===== src/rtl/shreg_pkg.sv =====
// Shared types for the universal shift register: operation and burst-state encodings.
// No logic here, so no latency or backpressure of its own.
package shreg_pkg;

  typedef enum logic [2:0] {
    HOLD = 3'd0,
    LOAD = 3'd1,
    SHL  = 3'd2,
    SHR  = 3'd3,
    ROL  = 3'd4,
    ROR  = 3'd5,
    CLR  = 3'd6,
    SET  = 3'd7
  } mode_e;

  typedef enum logic {
    IDLE = 1'b0,
    RUN  = 1'b1
  } state_e;

  // Only these ops are worth repeating; everything else is idempotent after one step.
  function automatic logic is_shift(mode_e m);
    return (m == SHL) || (m == SHR) || (m == ROL) || (m == ROR);
  endfunction

endpackage


===== src/rtl/shreg_step.sv =====
// One step of a register op, purely combinational (zero latency).
// Has no flow control; the caller decides whether to commit q_next.
module shreg_step
  import shreg_pkg::*;
#(
  parameter int WIDTH = 8
) (
  input  logic [WIDTH-1:0] q,
  input  mode_e            op,
  input  logic             sin_l,
  input  logic             sin_r,
  input  logic [WIDTH-1:0] d,
  output logic [WIDTH-1:0] q_next
);

  always_comb begin
    q_next = q;
    case (op)
      HOLD:    q_next = q;
      LOAD:    q_next = d;
      SHL:     q_next = {q[WIDTH-2:0], sin_r};
      SHR:     q_next = {sin_l, q[WIDTH-1:1]};
      ROL:     q_next = {q[WIDTH-2:0], q[WIDTH-1]};
      ROR:     q_next = {q[0], q[WIDTH-1:1]};
      CLR:     q_next = '0;
      SET:     q_next = '1;
      default: q_next = q;
    endcase
  end

endmodule


===== src/rtl/univ_shift_reg.sv =====
// Universal register with single-step ops and a multi-cycle shift/rotate burst (one step per edge).
// A burst of N steps takes N edges; en low stalls it in place, and done pulses once per start.
module univ_shift_reg
  import shreg_pkg::*;
#(
  parameter int WIDTH = 8,
  parameter int SHW   = $clog2(WIDTH) + 1
) (
  input  logic             clk,
  input  logic             rst,
  input  logic             en,
  input  logic [2:0]       mode,
  input  logic             start,
  input  logic [SHW-1:0]   shamt,
  input  logic [WIDTH-1:0] d,
  input  logic             sin_l,
  input  logic             sin_r,
  output logic [WIDTH-1:0] q,
  output logic             sout_l,
  output logic             sout_r,
  output logic             busy,
  output logic             done
);

  state_e           state, state_nxt;
  mode_e            op_r, op_nxt;
  mode_e            mode_in, op_sel;
  logic [SHW-1:0]   cnt, cnt_nxt;
  logic [WIDTH-1:0] q_r, q_nxt, step_q;
  logic             done_r, done_nxt;

  assign mode_in = mode_e'(mode);
  // The burst replays the latched op so mode may change freely while RUN.
  assign op_sel  = (state == RUN) ? op_r : mode_in;

  shreg_step #(.WIDTH(WIDTH)) u_step (
    .q      (q_r),
    .op     (op_sel),
    .sin_l  (sin_l),
    .sin_r  (sin_r),
    .d      (d),
    .q_next (step_q)
  );

  always_comb begin
    state_nxt = state;
    op_nxt    = op_r;
    cnt_nxt   = cnt;
    q_nxt     = q_r;
    done_nxt  = 1'b0;
    case (state)
      IDLE: begin
        if (en) begin
          q_nxt = step_q;
          if (start) begin
            if (is_shift(mode_in) && (shamt >= SHW'(2))) begin
              op_nxt    = mode_in;
              cnt_nxt   = shamt - SHW'(1);
              state_nxt = RUN;
            end else begin
              done_nxt = 1'b1;
            end
          end
        end
      end
      RUN: begin
        if (en) begin
          q_nxt   = step_q;
          cnt_nxt = cnt - SHW'(1);
          if (cnt == SHW'(1)) begin
            state_nxt = IDLE;
            done_nxt  = 1'b1;
          end
        end
      end
      default: state_nxt = IDLE;
    endcase
  end

  always_ff @(posedge clk) begin
    if (rst) begin
      state  <= IDLE;
      op_r   <= HOLD;
      cnt    <= '0;
      q_r    <= '0;
      done_r <= 1'b0;
    end else begin
      state  <= state_nxt;
      op_r   <= op_nxt;
      cnt    <= cnt_nxt;
      q_r    <= q_nxt;
      done_r <= done_nxt;
    end
  end

  assign q      = q_r;
  assign sout_l = q_r[WIDTH-1];
  assign sout_r = q_r[0];
  assign busy   = (state == RUN);
  assign done   = done_r;

endmodule

===== config.mk =====
export PLATFORM = sky130hd
export DESIGN_NAME = univ_shift_reg
export DESIGN_NICKNAME = d
export VERILOG_FILES = /design/src/rtl/shreg_pkg.sv /design/src/rtl/shreg_step.sv /design/src/rtl/univ_shift_reg.sv
export SDC_FILE = /design/constraint.sdc
export NUM_CORES = 1
export LEC_CHECK = 0
export CORE_MARGIN = 4
export CORE_UTILIZATION = 45
export CTS_CLUSTER_SIZE = 14
export DETAILED_ROUTE_END_ITERATION = 7
export PLACE_DENSITY_LB_ADDON = 0.2
export SETUP_SLACK_MARGIN = 0.3
export SLEW_MARGIN = 20
export SYNTH_ARGS = -nofsm -noshare
export SYNTH_HDL_FRONTEND = slang
export SYNTH_HIERARCHICAL = 1
export SYNTH_SLANG_ARGS = --single-unit

===== constraint.sdc =====
create_clock -name clk -period 4.65 [get_ports clk]
set_input_delay 1.395 -clock clk [delete_from_list [all_inputs] [get_ports clk]]
set_output_delay 1.395 -clock clk [all_outputs]
set_load 0.01 [all_outputs]

# Word level (Yosys, flattened, before mapping)
# Index checks and enable logic that the tools add are counted.
# totals
register_bits	17
input_bits	21
out_inout_bits	12
word_cells	54
# classes
addsub	2
order_cmp	1
n_eq_ne	16
mux	20
bitwise_logic	2
reduce_logical	8
# ops
cell	n
8-bit one-hot mux with 7 select lines	1
3-bit equality test, second input constant	6
4-bit two-way mux	4
3-bit by 2-bit equality test with 1-bit output, second input constant	4
1-bit two-way mux	10
8-bit two-way mux	1
2-bit inequality test, second input constant	4
4-bit one-hot mux with 2 select lines	1
4-bit AND reduction	2
4-bit by 1-bit subtractor with 4-bit output, second input constant	2
4-bit by 1-bit equality test with 1-bit output, second input constant	1
4-bit by 2-bit greater-or-equal comparator with 1-bit output, second input constant	1
1-bit one-hot mux with 2 select lines	2
3-bit by 1-bit equality test with 1-bit output, second input constant	1
3-bit zero test	1
1-bit logical OR	3
3-bit two-way mux	1
1-bit NOT	2
2-bit AND reduction	1
1-bit logical AND	1

# Logic depth before layout (Yosys ltp)
# depth
depth_word	9
ltp_mapped	11
ltp_nobuf	8

# Cells and area by module
# Netlist, hierarchy kept.
# modules_own_cells
module	n_inst	cells_per_inst	area_per_inst_um2	seq_area_each_um2
univ_shift_reg	1	95	892.1	340.3
shreg_step	1	73	461.7	0.0

# Least setup slack after synthesis
# OpenSTA, ideal clock, no wires.
# synth_path
kind	input port to flip-flop
start	input port shamt[0]
end	register cnt[1]
setup_ns	0.125
arrival_time_ns	2.610
t_required_ns	4.525
setup_slack_ns	1.915
stages	6
path_buffers	0
path_cell_list	inv_1 ha_1 or4_4 a32oi_4 mux2i_1 nor2_1
# synth_via
elab_chain_len	5
elab_cells_between_ends	9
cone_classes	1 x add/sub; 1 x order compare; 1 x eq/ne; 4 x mux; 2 x reduce/logical
# synth_lines
item	line_no	rtl
start: declaration	univ_shift_reg.sv:14	input logic [SHW-1:0] shamt,
4-bit by 1-bit subtractor with 4-bit output	univ_shift_reg.sv:58	cnt_nxt = shamt - SHW'(1);
4-bit two-way mux	univ_shift_reg.sv:56	if (is_shift(mode_in) && (shamt >= SHW'(2))) begin
4-bit two-way mux	univ_shift_reg.sv:55	if (start) begin
4-bit two-way mux	univ_shift_reg.sv:53	if (en) begin
4-bit one-hot mux with 2 select lines	univ_shift_reg.sv:51	case (state)
end signal: assignment	univ_shift_reg.sv:90	cnt <= cnt_nxt;
end: declaration	univ_shift_reg.sv:28	logic [SHW-1:0] cnt, cnt_nxt;
# Several ways; a longest one is shown, not always the timed one. The select of a mux whose other input is x is not followed.
# A chain may end at the register's enable or synchronous reset.

# Worst setup path in the final report
# layout_path
start	input port mode[1]
end	register q_r[7] (netlist: q[7])
# layout_via
elab_chain_len	4
elab_cells_between_ends	13
cone_classes	7 x eq/ne; 3 x mux; 1 x bitwise; 2 x reduce/logical
# layout_lines
item	line_no	rtl
start: declaration	univ_shift_reg.sv:12	input logic [2:0] mode,
3-bit two-way mux *	univ_shift_reg.sv:34	assign op_sel = (state == RUN) ? op_r : mode_in;
net op_sel[1]	univ_shift_reg.sv:27	mode_e mode_in, op_sel;
3-bit equality test (tied with other cells)	shreg_step.sv:18	case (op)
8-bit one-hot mux with 7 select lines *	shreg_step.sv:18	
net step_q[7]	univ_shift_reg.sv:29	logic [WIDTH-1:0] q_r, q_nxt, step_q;
8-bit two-way mux *	univ_shift_reg.sv:53, univ_shift_reg.sv:67	
end signal: assignment	univ_shift_reg.sv:91	q_r <= q_nxt;
end: declaration	univ_shift_reg.sv:29	
# Mark *: on every way through the listed nets, which the timed path passes. The rest lies on a longest branch. The select of a mux whose other input is x is not followed.

==> flow_metrics.tcl <==
set metrics [dict create \
    grt_pass1_vias 1207 \
    netSwitchingPower_mw 0.1295 \
    ios 33 \
    cts_sinks 17 \
    relSlewSlack 0.4715 \
    avgSynthCellArea_um2 8.058 \
    dp_hpwl_um 2333 \
    period_minus_slack_ns 3.155 \
    globalRouteMet3Util 0.05396 \
    path_max_fanout 25 \
    syn-num-nets 193 \
    dr.pass1.iters 4 \
    synth_flop_cell "dfxtp_1" \
    grt_max_degree 30 \
    drc_errors 0 \
    gr-total-overflow 0 \
    seqPwrFrac 0.438 \
    fillers 270 \
    synth_edf_count 0 \
    intPower_mw 0.2620 \
    fin_area_um2 1659 \
    routedWlPerCell_um 14.33 \
    port_buffers 32 \
    hold_viol 0 \
    design.core.area_um2 2805 \
    drtIter0Drc 72 \
    htree_levels 1 \
    setup_viol 0 \
    top_usage_layer "met2" \
    dpl-instance-area_um2 1632 \
    crit_required_ns 4.82 \
    crit_chain "clkdlybuf4s50_1 > mux2_2 > and2b_1 > nor2_1 > o32a_1 > o22a_1 > mux2i_1 > nor2_1" \
    synth-seq-cells 17 \
    pwr-share-comb 0.358 \
    p_clk_frac 0.204 \
    ys_seq_area_frac 0.2514 \
    fmax_mhz 317.0 \
    floorplan.die_area_um2 3950 \
    synth_top_area_share 0.2514 \
    report.final.slew_viol_count 0 \
    p_leak_nw 0.6596 \
    drt_wl_total_um 3168 \
    critPathTopFamily "multiplexers" \
    layout.nets 216 \
    start_util 0.4826 \
    synth_area_leaders "dfxtp_1, mux2i_1, nor2_1" \
    startpoint_type "primary input" \
    cts-root-buf "clkbuf_4" \
    post-place-ws_ns 1.200 \
    clk_path_buf_depth 2 \
    grt_pass1_wl_um 5388 \
    cts_hold_buf 0 \
    multi_input_area_um2 890.9 \
    switching_share 0.3308 \
    ir_drop_uv 193.8 \
    synth_area_um2 1354 \
    vias 1305 \
    synth_commonest_cells "mux2i_1, nor2_1, dfxtp_1" \
    cp_num_buf_inv 1 \
    rsz0062_at_grt "no" \
    hp-class "flip-flop to flip-flop" \
    post-cts-setup-buffers 0 \
    place.gp.congestion 0.8665 \
    drive_above_1_share 0.05789 \
    grt.met2_usage 0.2703 \
    seqCellArea_um2 340.3 \
    dieHeight_um 62.85 \
    ys_warn_count 6 \
    tritoncts "yes" \
    endpoint_kind "flip-flop" \
    synthDistinctLibCells 41 \
    drtAntennaViolNets 0 \
    use_met1 0.2026 \
    area_delta_synth_final_pct 22.55 \
    crit_slowest_cell "clkdlybuf4s50_1" \
    post_cts_resized 0 \
    pwr_density_cell_nw_per_um2 235.9 \
    crit_type "primary input to flip-flop" \
    arrival_ns 3.32 \
    syn_inst 168 \
    worst_slack_ns 1.495 \
    synth_top_area_cell "dfxtp_1" \
    fin_skew_ns 0.0004809 \
    tightest_slew_ns 0.7903 \
    setup_tns_ns 0 \
    routed_via_density 5.905 \
    cpPeakStageDelay_ns 0.50 \
    hold_ws_ns 0.5171 \
    antenna_found_initial 0 \
    clkTransAtPathRegs_ns 0.10 \
    die_w_um 62.85 \
    antenna_cells 0 \
    cpMostUsedCell "nor2_1" \
    cts_buffers 3 \
    synth-async-reset-ratio 0 \
    fin_crit_sh 0.6784 \
    outcome "finished, final reports clean" \
    clk_latency_ns 0.29 \
    fp-row-count 19 \
    grt.total_usage 0.1647 \
    maxCapViolCount 0 \
]
final timing paths:
kind / slack, ns / startpoint / cells past startpoint / endpoint
setup / recovery: 1.50 / mode[1] / 8 / q[7]
hold / removal: 0.52 / cnt[3] / 2 / cnt[3]
setup reg to reg: 2.19 / busy / 7 / q[7]
hold reg to reg: 0.52 / cnt[3] / 2 / cnt[3]
placed cells by master, fill, tap and decap left out, types with 4 or more instances in the layout:
cell	Yosys	layout
a21oi_1	10	10
a31oi_1	5	5
clkdlybuf4s50_1	0	32
dfxtp_1	17	17
ha_1	4	4
inv_1	9	9
mux2i_1	18	18
nand2_1	9	9
nand2b_1	10	10
nor2_1	18	18
o21ai_0	7	6
o22ai_1	7	7
cell type report:
| cell class | count | area share |
|---|---|---|
| flip-flops and latches | 17 | 0.2051 |
| well taps | 31 | 0.02338 |
| clock buffers | 3 | 0.01357 |
| inverters | 9 | 0.02036 |
| clock inverters | 1 | 0.003017 |
| repair buffers | 33 | 0.1976 |
| multi-input cells | 127 | 0.5370 |
kinds of logic (layout without fill, tap and decap cells):
logic type,after synthesis,in the layout,share of synthesized area
and+or+nand+nor,52,52,0.1913
AOI/OAI and AO/OA,44,44,0.2274
muxes,24,24,0.1830
buffers and inverters,24,46,0.09057
DFF,17,17,0.2514
adders and majority gates,4,4,0.03697
xor gates and xnor gates,3,3,0.01941
stage by stage:
step | std cells | util | total power, mW
6_report | 221 | 0.5914 | 0.3915
5_1_grt | 221 | 0.5914 | 0.4189
4_1_cts | 221 | 0.5914 | 0.3957
3_5_place_dp | 217 | 0.5816 | 0.3146
3_3_place_gp | 217 | 0.5816 | 0.3110
2_1_floorplan | 168 | - | 0.2679
routing by layer:
metal	wire length (µm)	vias to the layer above
li1	-	648
met1	1453	611
met2	1464	40
met3	187	6
met4	62	0
met5	0	-
state kept, by name (all words and copies together), names as in the netlist:
register and count:
cnt 4, op_r 3, done 1, q 8, busy 1
power by group through the flow:
stage,Clock (mW),Sequential (mW),Combinational (mW)
global route,0.0900,0.174,0.155
floorplan,0,0.172,0.0964
finish,0.0800,0.171,0.140
global placement,0,0.174,0.137
CTS,0.0840,0.171,0.140
detailed placement,0,0.175,0.140
worst reg2reg max path, delay by kind of cell, from the launching register on:
family,cells,cell delay (ns)
mux,2,0.72
simple gates,3,0.35
flops,1,0.77
compound gates,2,0.48
Power figures use the tool's default switching activity.
